===== config.mk =====
export PLATFORM = sky130hd
export DESIGN_NAME = mem_arbiter
export DESIGN_NICKNAME = d
export VERILOG_FILES = /design/src/rtl/mem_arbiter.sv
export SDC_FILE = /design/constraint.sdc
export NUM_CORES = 1
export LEC_CHECK = 0
export ABC_CLOCK_PERIOD_IN_PS = 1400
export BUFFER_PORTS_ARGS = -buffer_cell sky130_fd_sc_hd__buf_2
export CAP_MARGIN = 40
export CORE_AREA = 2 2 105 107
export CTS_CLUSTER_DIAMETER = 40
export DETAILED_ROUTE_END_ITERATION = 6
export DIE_AREA = 0 0 107 109
export HOLD_SLACK_MARGIN = 0.06
export PLACE_DENSITY_LB_ADDON = 0.1
export SLEW_MARGIN = 20
export SYNTH_ARGS = -nofsm -noshare
export SYNTH_HDL_FRONTEND = slang
export SYNTH_SLANG_ARGS = --single-unit

===== constraint.sdc =====
create_clock -name clk -period 1.4 [get_ports clk]
set_input_delay 0.28 -clock clk [delete_from_list [all_inputs] [get_ports clk]]
set_output_delay 0.28 -clock clk [all_outputs]
set_load 0.01 [all_outputs]

===== src/rtl/mem_arbiter.sv =====
// mem_arbiter: shares one single-port memory between the instruction-fetch
// port and the load/store data port. Grants at most one request per cycle,
// drives the memory strobes combinationally from the granted port, and
// steers the one-cycle-latency read data back to the port that issued it.
//
// Optional feature: define MEM_ARB_ROUND_ROBIN_EN for round-robin arbitration;
// without it the data port has fixed priority over fetch.
//
// Ports:
//   clk, rst_n                   clock, asynchronous active-low reset
//   if_req_i/if_addr_i           fetch read request and byte address
//   if_gnt_o                     fetch accepted this cycle (combinational)
//   if_rvalid_o/if_rdata_o       fetch read return
//   d_req_i/d_addr_i             data request and byte address
//   d_wmask_i/d_wdata_i          byte write mask (0 = read) and write data
//   d_gnt_o                      data accepted this cycle (combinational)
//   d_rvalid_o/d_rdata_o         data read return
//   mem_addr_o/mem_rstrb_o       memory address and read strobe
//   mem_wmask_o/mem_wdata_o      memory byte write mask and write data
//   mem_rdata_i                  memory read data, valid the cycle after rstrb
module mem_arbiter #(
  parameter int unsigned ADDR_W = 32
) (
  input  logic              clk,
  input  logic              rst_n,
  input  logic              if_req_i,
  input  logic [ADDR_W-1:0] if_addr_i,
  output logic              if_gnt_o,
  output logic              if_rvalid_o,
  output logic [31:0]       if_rdata_o,
  input  logic              d_req_i,
  input  logic [ADDR_W-1:0] d_addr_i,
  input  logic [3:0]        d_wmask_i,
  input  logic [31:0]       d_wdata_i,
  output logic              d_gnt_o,
  output logic              d_rvalid_o,
  output logic [31:0]       d_rdata_o,
  output logic [31:0]       mem_addr_o,
  output logic              mem_rstrb_o,
  output logic [3:0]        mem_wmask_o,
  output logic [31:0]       mem_wdata_o,
  input  logic [31:0]       mem_rdata_i
);

  typedef enum logic [1:0] {
    IDLE  = 2'd0,
    RD_IF = 2'd1,
    RD_D  = 2'd2
  } rd_owner_e;

  rd_owner_e         state_q, state_d;
  logic [ADDR_W-1:0] addr_q, addr_d;
  logic              if_gnt_c, d_gnt_c;
  logic              d_read_c;
  logic [ADDR_W-1:0] sel_addr_c;

  assign d_read_c = (d_wmask_i == 4'b0000);

`ifdef MEM_ARB_ROUND_ROBIN_EN
  // 1 = data port was granted most recently; reset value favours data.
  logic last_gnt_q, last_gnt_d;

  // Round-robin grant: on contention the port not granted last wins.
  always_comb begin
    if_gnt_c   = 1'b0;
    d_gnt_c    = 1'b0;
    last_gnt_d = last_gnt_q;
    if (rst_n) begin
      if (if_req_i && d_req_i) begin
        if (last_gnt_q) if_gnt_c = 1'b1;
        else            d_gnt_c  = 1'b1;
      end else begin
        if_gnt_c = if_req_i;
        d_gnt_c  = d_req_i;
      end
    end
    if (d_gnt_c)       last_gnt_d = 1'b1;
    else if (if_gnt_c) last_gnt_d = 1'b0;
  end

  always_ff @(posedge clk or negedge rst_n) begin
    if (!rst_n) last_gnt_q <= 1'b0;
    else        last_gnt_q <= last_gnt_d;
  end
`else
  // Fixed priority: data always wins; rst_n gating keeps grants low in reset.
  always_comb begin
    d_gnt_c  = rst_n & d_req_i;
    if_gnt_c = rst_n & if_req_i & ~d_req_i;
  end
`endif

  // Memory drive, address hold and read-owner next state.
  always_comb begin
    state_d     = IDLE;
    addr_d      = addr_q;
    sel_addr_c  = addr_q;
    mem_rstrb_o = 1'b0;
    mem_wmask_o = 4'b0000;
    mem_wdata_o = d_wdata_i;
    if (if_gnt_c) begin
      sel_addr_c  = if_addr_i;
      addr_d      = if_addr_i;
      mem_rstrb_o = 1'b1;
      state_d     = RD_IF;
    end else if (d_gnt_c) begin
      sel_addr_c = d_addr_i;
      addr_d     = d_addr_i;
      if (d_read_c) begin
        mem_rstrb_o = 1'b1;
        state_d     = RD_D;
      end else begin
        mem_wmask_o = d_wmask_i;
      end
    end
    mem_addr_o = 32'(sel_addr_c);
  end

  // Read-owner and address registers.
  always_ff @(posedge clk or negedge rst_n) begin
    if (!rst_n) begin
      state_q <= IDLE;
      addr_q  <= '0;
    end else begin
      state_q <= state_d;
      addr_q  <= addr_d;
    end
  end

  assign if_gnt_o    = if_gnt_c;
  assign d_gnt_o     = d_gnt_c;
  assign if_rvalid_o = (state_q == RD_IF);
  assign d_rvalid_o  = (state_q == RD_D);
  assign if_rdata_o  = mem_rdata_i;
  assign d_rdata_o   = mem_rdata_i;

endmodule


Word level (Yosys, flattened, before mapping)
Cells that the tools add are included.
{"block": "classes", "n_eq_ne": 2, "n_mux": 11, "bitwise": 4, "reduce_logical": 1}
{"operator": "32-bit two-way mux", "n": 2}
{"operator": "4-bit two-way mux", "n": 3}
{"operator": "2-bit two-way mux", "n": 3}
{"operator": "4-bit logical NOT", "n": 1}
{"operator": "1-bit bitwise AND", "n": 3}
{"operator": "1-bit two-way mux", "n": 3}
{"operator": "2-bit by 1-bit equality test with 1-bit output (second input constant)", "n": 1}
{"operator": "2-bit equality test (second input constant)", "n": 1}
{"operator": "1-bit inverter", "n": 1}
{"block": "word_totals", "register_bits": 34, "in_bits": 136, "output_inout_bits": 137, "wordCells": 20}

Longest topological paths before layout
{"block": "depth", "depth_word": 4, "depth_mapped": 5, "mapped_depth_nobuf": 3}

Worst setup path before layout
No wires, ideal clock.
{"block": "synth_timing", "path_kind": "input port to output port", "start": "in if_req_i", "end": "out mem_addr_o[1]", "t_arrival_ps": 1052, "t_required_ps": 1120, "slack_ps": 68, "stages": 5, "path_buffers": 2, "cell_sequence": "buf_2 nand2_4 buf_4 nor3_1 nor3_1"}
{"block": "synth_between", "elab_chain_cells": 3}
{"item": "start, declared", "line": "26", "rtl": "input logic if_req_i,"}
{"item": "1-bit bitwise AND (2 in a row)", "line": "89", "rtl": "if_gnt_c = rst_n & if_req_i & ~d_req_i;"}
{"item": "32-bit two-way mux"}
{"item": "end, declared", "line": "38", "rtl": "output logic [31:0] mem_addr_o,"}
Every way passes these cells.

Worst setup path after layout
{"block": "layout_timing", "start": "in rst_n", "end": "out mem_addr_o[22]"}
{"block": "layout_between", "elab_chain_cells": 3, "word_cells_on_any_way": 5, "classes_between": "mux (2); bitwise (3)"}
{"item": "start, declared", "line": "25", "rtl": "input logic rst_n,"}
{"item": "1-bit bitwise AND, on equally long branches", "line": "88, 89"}
{"item": "32-bit two-way mux / 1-bit bitwise AND (equally long branches)"}
{"item": "32-bit two-way mux (*)"}
Every way passes the cells marked *; elsewhere a longest branch is shown, timed or not.

==> summary by stage <==
Run status
The flow ran to the end, but the final reports show violations. The final reports fail on negative setup slack.

Placed design
The HPWL after detailed placement is 5420 um. Routability-driven placement finished with a final weighted congestion of 0.688. Port buffering added 112 buffers.

Synthesis
The register bit total from synthesis is 34. Synthesis handed over a netlist of 293 instances. The netlist uses 15 different library cells. The synthesized cell area is 0.00281 sq mm. The synthesized area per cell is ~9.6 sq um. The number of warning messages in the yosys log is 0.

The share of the yosys chip area belonging to registers is 30.3%. The number of nets handed over by synthesis was about 430.

Route
The routed length per placed instance is between 15 and 20 um. After detailed routing, the number of vias per cell comes to 4.61. The number of violations reported at the end of detailed-routing iteration 0 is 70. The via count is 2324. Wires add up to 8360 um.

The first TritonRoute pass finished after 4 iterations. For this run, design rule violations remaining after detail routing come to 0. The number of antenna-violating nets in the routed design is 0.

Critical path
The number of buffers and inverters on the critical path is 3. The count of cells along the worst register-to-register path is 5. The slowest stage of the critical path is the nor3_2 cell. The path type of the worst setup path is primary input to primary output. The capture point of the worst reg-to-reg path is addr_q[22].

The worst register-to-register path has a setup slack of 0.28 ns. STA classifies the critical path startpoint as a primary input. On the worst path, the slowest cell contributes a delay of 0.21 ns. Data arrives at the worst endpoint at 1.14 ns. The signal on the critical path passes through buf_12 > nand2_8 > buf_12 > o22ai_2 > nor3_2 > buf_2. By instance count, the cell type seen most on the critical path is buf_12. STA puts the critical path data required time at ~1.1 ns. The cell type group with the largest total delay on the critical path is buffers and inverters.

The worst register-to-register path begins at addr_q[22]. Along the worst path, the maximum fanout reaches 8. The worst setup path is captured at a primary output.

STA
The worst slew margin relative to its limit is approximately four fifths. Based on the critical path, the design can be clocked at up to 0.703 GHz. Setup violations remaining at the end of the flow were counted as 2.

The slew of the pin with the lowest slew margin is around 0.31 ns. Across the routed clock network, the largest skew measured is 0 ns. Setup repair after global routing could not meet its margin everywhere. The count of endpoints failing hold in the final timing report is 0. The tightest hold margin is 0.110 ns. The worst path uses 102% of the clock period.

The number of pins with negative max-slew slack in the final report is 0. The worst path in the final design needs a cycle of ~1.4 ns, including I/O delays and setup. In the post-route analysis, the smallest setup slack over all paths is -0.0230 ns.

Clock tree
The number of buffers added by the clock tree synthesis step is 5. The worst-skew pair later-pin latency is 0.28 ns. The cell at the root of the clock tree is clkbuf_8. The clock transition at the register clock pins on the worst setup and hold paths after CTS is 0.08 ns. TritonCTS built the clock tree.

The number of clock sinks is 34. The maximum level of the CTS H-tree is 2. The deepest clock path buffer count is 2.

Pwr
The worst supply voltage drop on vdd is ~0.36 mV. The share of total power in combinational logic is a little under two fifths. The leakage power of the design is about 1.7 nW. The power density over the cells is 838 mW/mm^2. The relative contribution of the clock network to total power is roughly a quarter. The design draws 3.24 mW. The reported net switching power is 1.06 mW. Sequential cells burn 38.2% of the power. The internal portion of the total power is roughly 2.2 mW. Net switching is 32.7% of the power.

Cells and area
The library cell used most frequently in the layout, excluding fill and tap cells, is buf_2. The area growth from synthesis to layout is 37.5%. The final net count is 499. The combined flip-flop and latch cell area is ~850 sq um.

The share of the core filled with cells is about 36%. Fill cells in the final layout number ~1100. The library cells used most frequently in the layout, excluding fill and tap cells, are 109 x buf_2, 73 x nor3_2, 40 x buf_4. The number of diodes is 0.

The fraction of final layout cells with drive strength greater than 1 is roughly four fifths. Summing all multi-input logic gate instances after layout gives 0.00135 sq mm.

Global route
The pin count of the biggest net entering global routing is 20. The overall routing resource usage is 13.7%. The number of global-route vias before repair is ~2400. The first-pass GRT wire length is 12400 um. The number of antenna violations at the first check in global routing is 0.

The sum of overflow across all layers after global routing is 0.

Die
The initial cell density of the core is 26.5%. The overall die height is 109 um. Row generation in the floorplan step produced 38 rows.

between 200 and 300 I/O pins were placed. The floorplan core area is 0.0106 sq mm. The overall die area is 0.0117 sq mm. The die is about 110 um wide.

Job
Across the run, the number of max-cap violations was 0.

Worst hold path
The min-delay analysis places its worst path in the category primary input to async pin.
==> cell usage after synthesis <==
master / n / area, sq um
and3_1: 4 / 25.0
buf_2: 12 / 60.1
buf_4: 99 / 743
buf_6: 6 / 67.6
clkbuf_4: 1 / 7.51
dfrtp_1: 34 / 851
inv_2: 1 / 3.75
nand2_4: 2 / 22.5
nor2_1: 2 / 7.51
nor2b_1: 2 / 12.5
nor3_1: 69 / 345
nor3_2: 27 / 270
o22ai_1: 5 / 31.3
o22ai_2: 28 / 350
or4_4: 1 / 11.3
==> power groups by stage <==
stage / Clock, mW / Sequential [mW] / Combinational (mW)
6_report: 0.780 / 1.24 / 1.22
5_1_grt: 0.869 / 1.26 / 1.32
4_1_cts: 0.826 / 1.23 / 1.14
3_5_place_dp: 0 / 1.23 / 1.00
3_3_place_gp: 0 / 1.23 / 0.997
2_1_floorplan: 0 / 1.21 / 0.786
==> kinds of logic after synthesis <==
kind of cell / after synthesis / synth area share, %
DFF: 34 / 30.3
AOI/OAI and AO/OA: 33 / 13.6
and+or+nand+nor: 107 / 24.7
buffers and inverters: 119 / 31.4
==> cell type report <==
class,instances,share of cell area [%]
clock buffers,7,2.24
clock inverters,1,0.130
inverters,1,0.0972
multi-input cells,140,35.0
flip-flops and latches,34,22.0
well taps,140,4.54
repair buffers,181,36.0
==> metal layers <==
layer  vias to the layer above  wire length (um)  global-route usage [%]
li1                       1079                 -                       -
met1                      1123              3670                    17.8
met2                        94              3970                    21.8
met3                        28               536                    3.35
met4                         0               178                    5.38
met5                         -                 0                       0
==> worst reg2reg max path: cells and delay by family (launching register included) <==
| family | cells | cell delay (ns) |
|---|---|---|
| buffers and inverters | 3 | 0.36 |
| flip-flops | 1 | 0.40 |
| AND/OR/NAND/NOR | 2 | 0.26 |
==> worst max path at each step <==
stage	from	endpoint	cells past startpoint
floorplan	if_req_i	mem_addr_o[1]	5
global placement	rst_n	mem_addr_o[29]	6
detailed placement	d_req_i	mem_addr_o[29]	5
CTS	addr_q[26]	mem_addr_o[26]	3
global route	rst_n	mem_addr_o[22]	6
finish	rst_n	mem_addr_o[22]	6
==> through the flow <==
step           worst slack, ns  cell area (sq um)  setup TNS (ns)  instances
2_1_floorplan           0.0679               2810               0        293
3_3_place_gp            -0.123               3100           -2.47        468
3_5_place_dp            -0.148               3100           -2.83        468
4_1_cts                -0.0321               3590          -0.129        493
5_1_grt                -0.0641               3860          -0.978        504
6_report               -0.0230               3860         -0.0385        504
==> state kept, by name, summed over array words and instances, names as in the netlist <==
register and count:
state_q 2, addr_q 32
==> repair_timing <==
| action | in CTS | in global routing |
|---|---|---|
| hold buffers | 5 | 1 |
| setup buffers | 10 | 6 |
| gates resized for setup | 49 | 22 |
| endpoints found under the hold margin | 14 | 2 |
| endpoints found under the setup margin | 38 | 34 |
| gates cloned | 2 | 4 |
| pin swaps | 7 | 22 |
(Power assumes the default switching activity.)
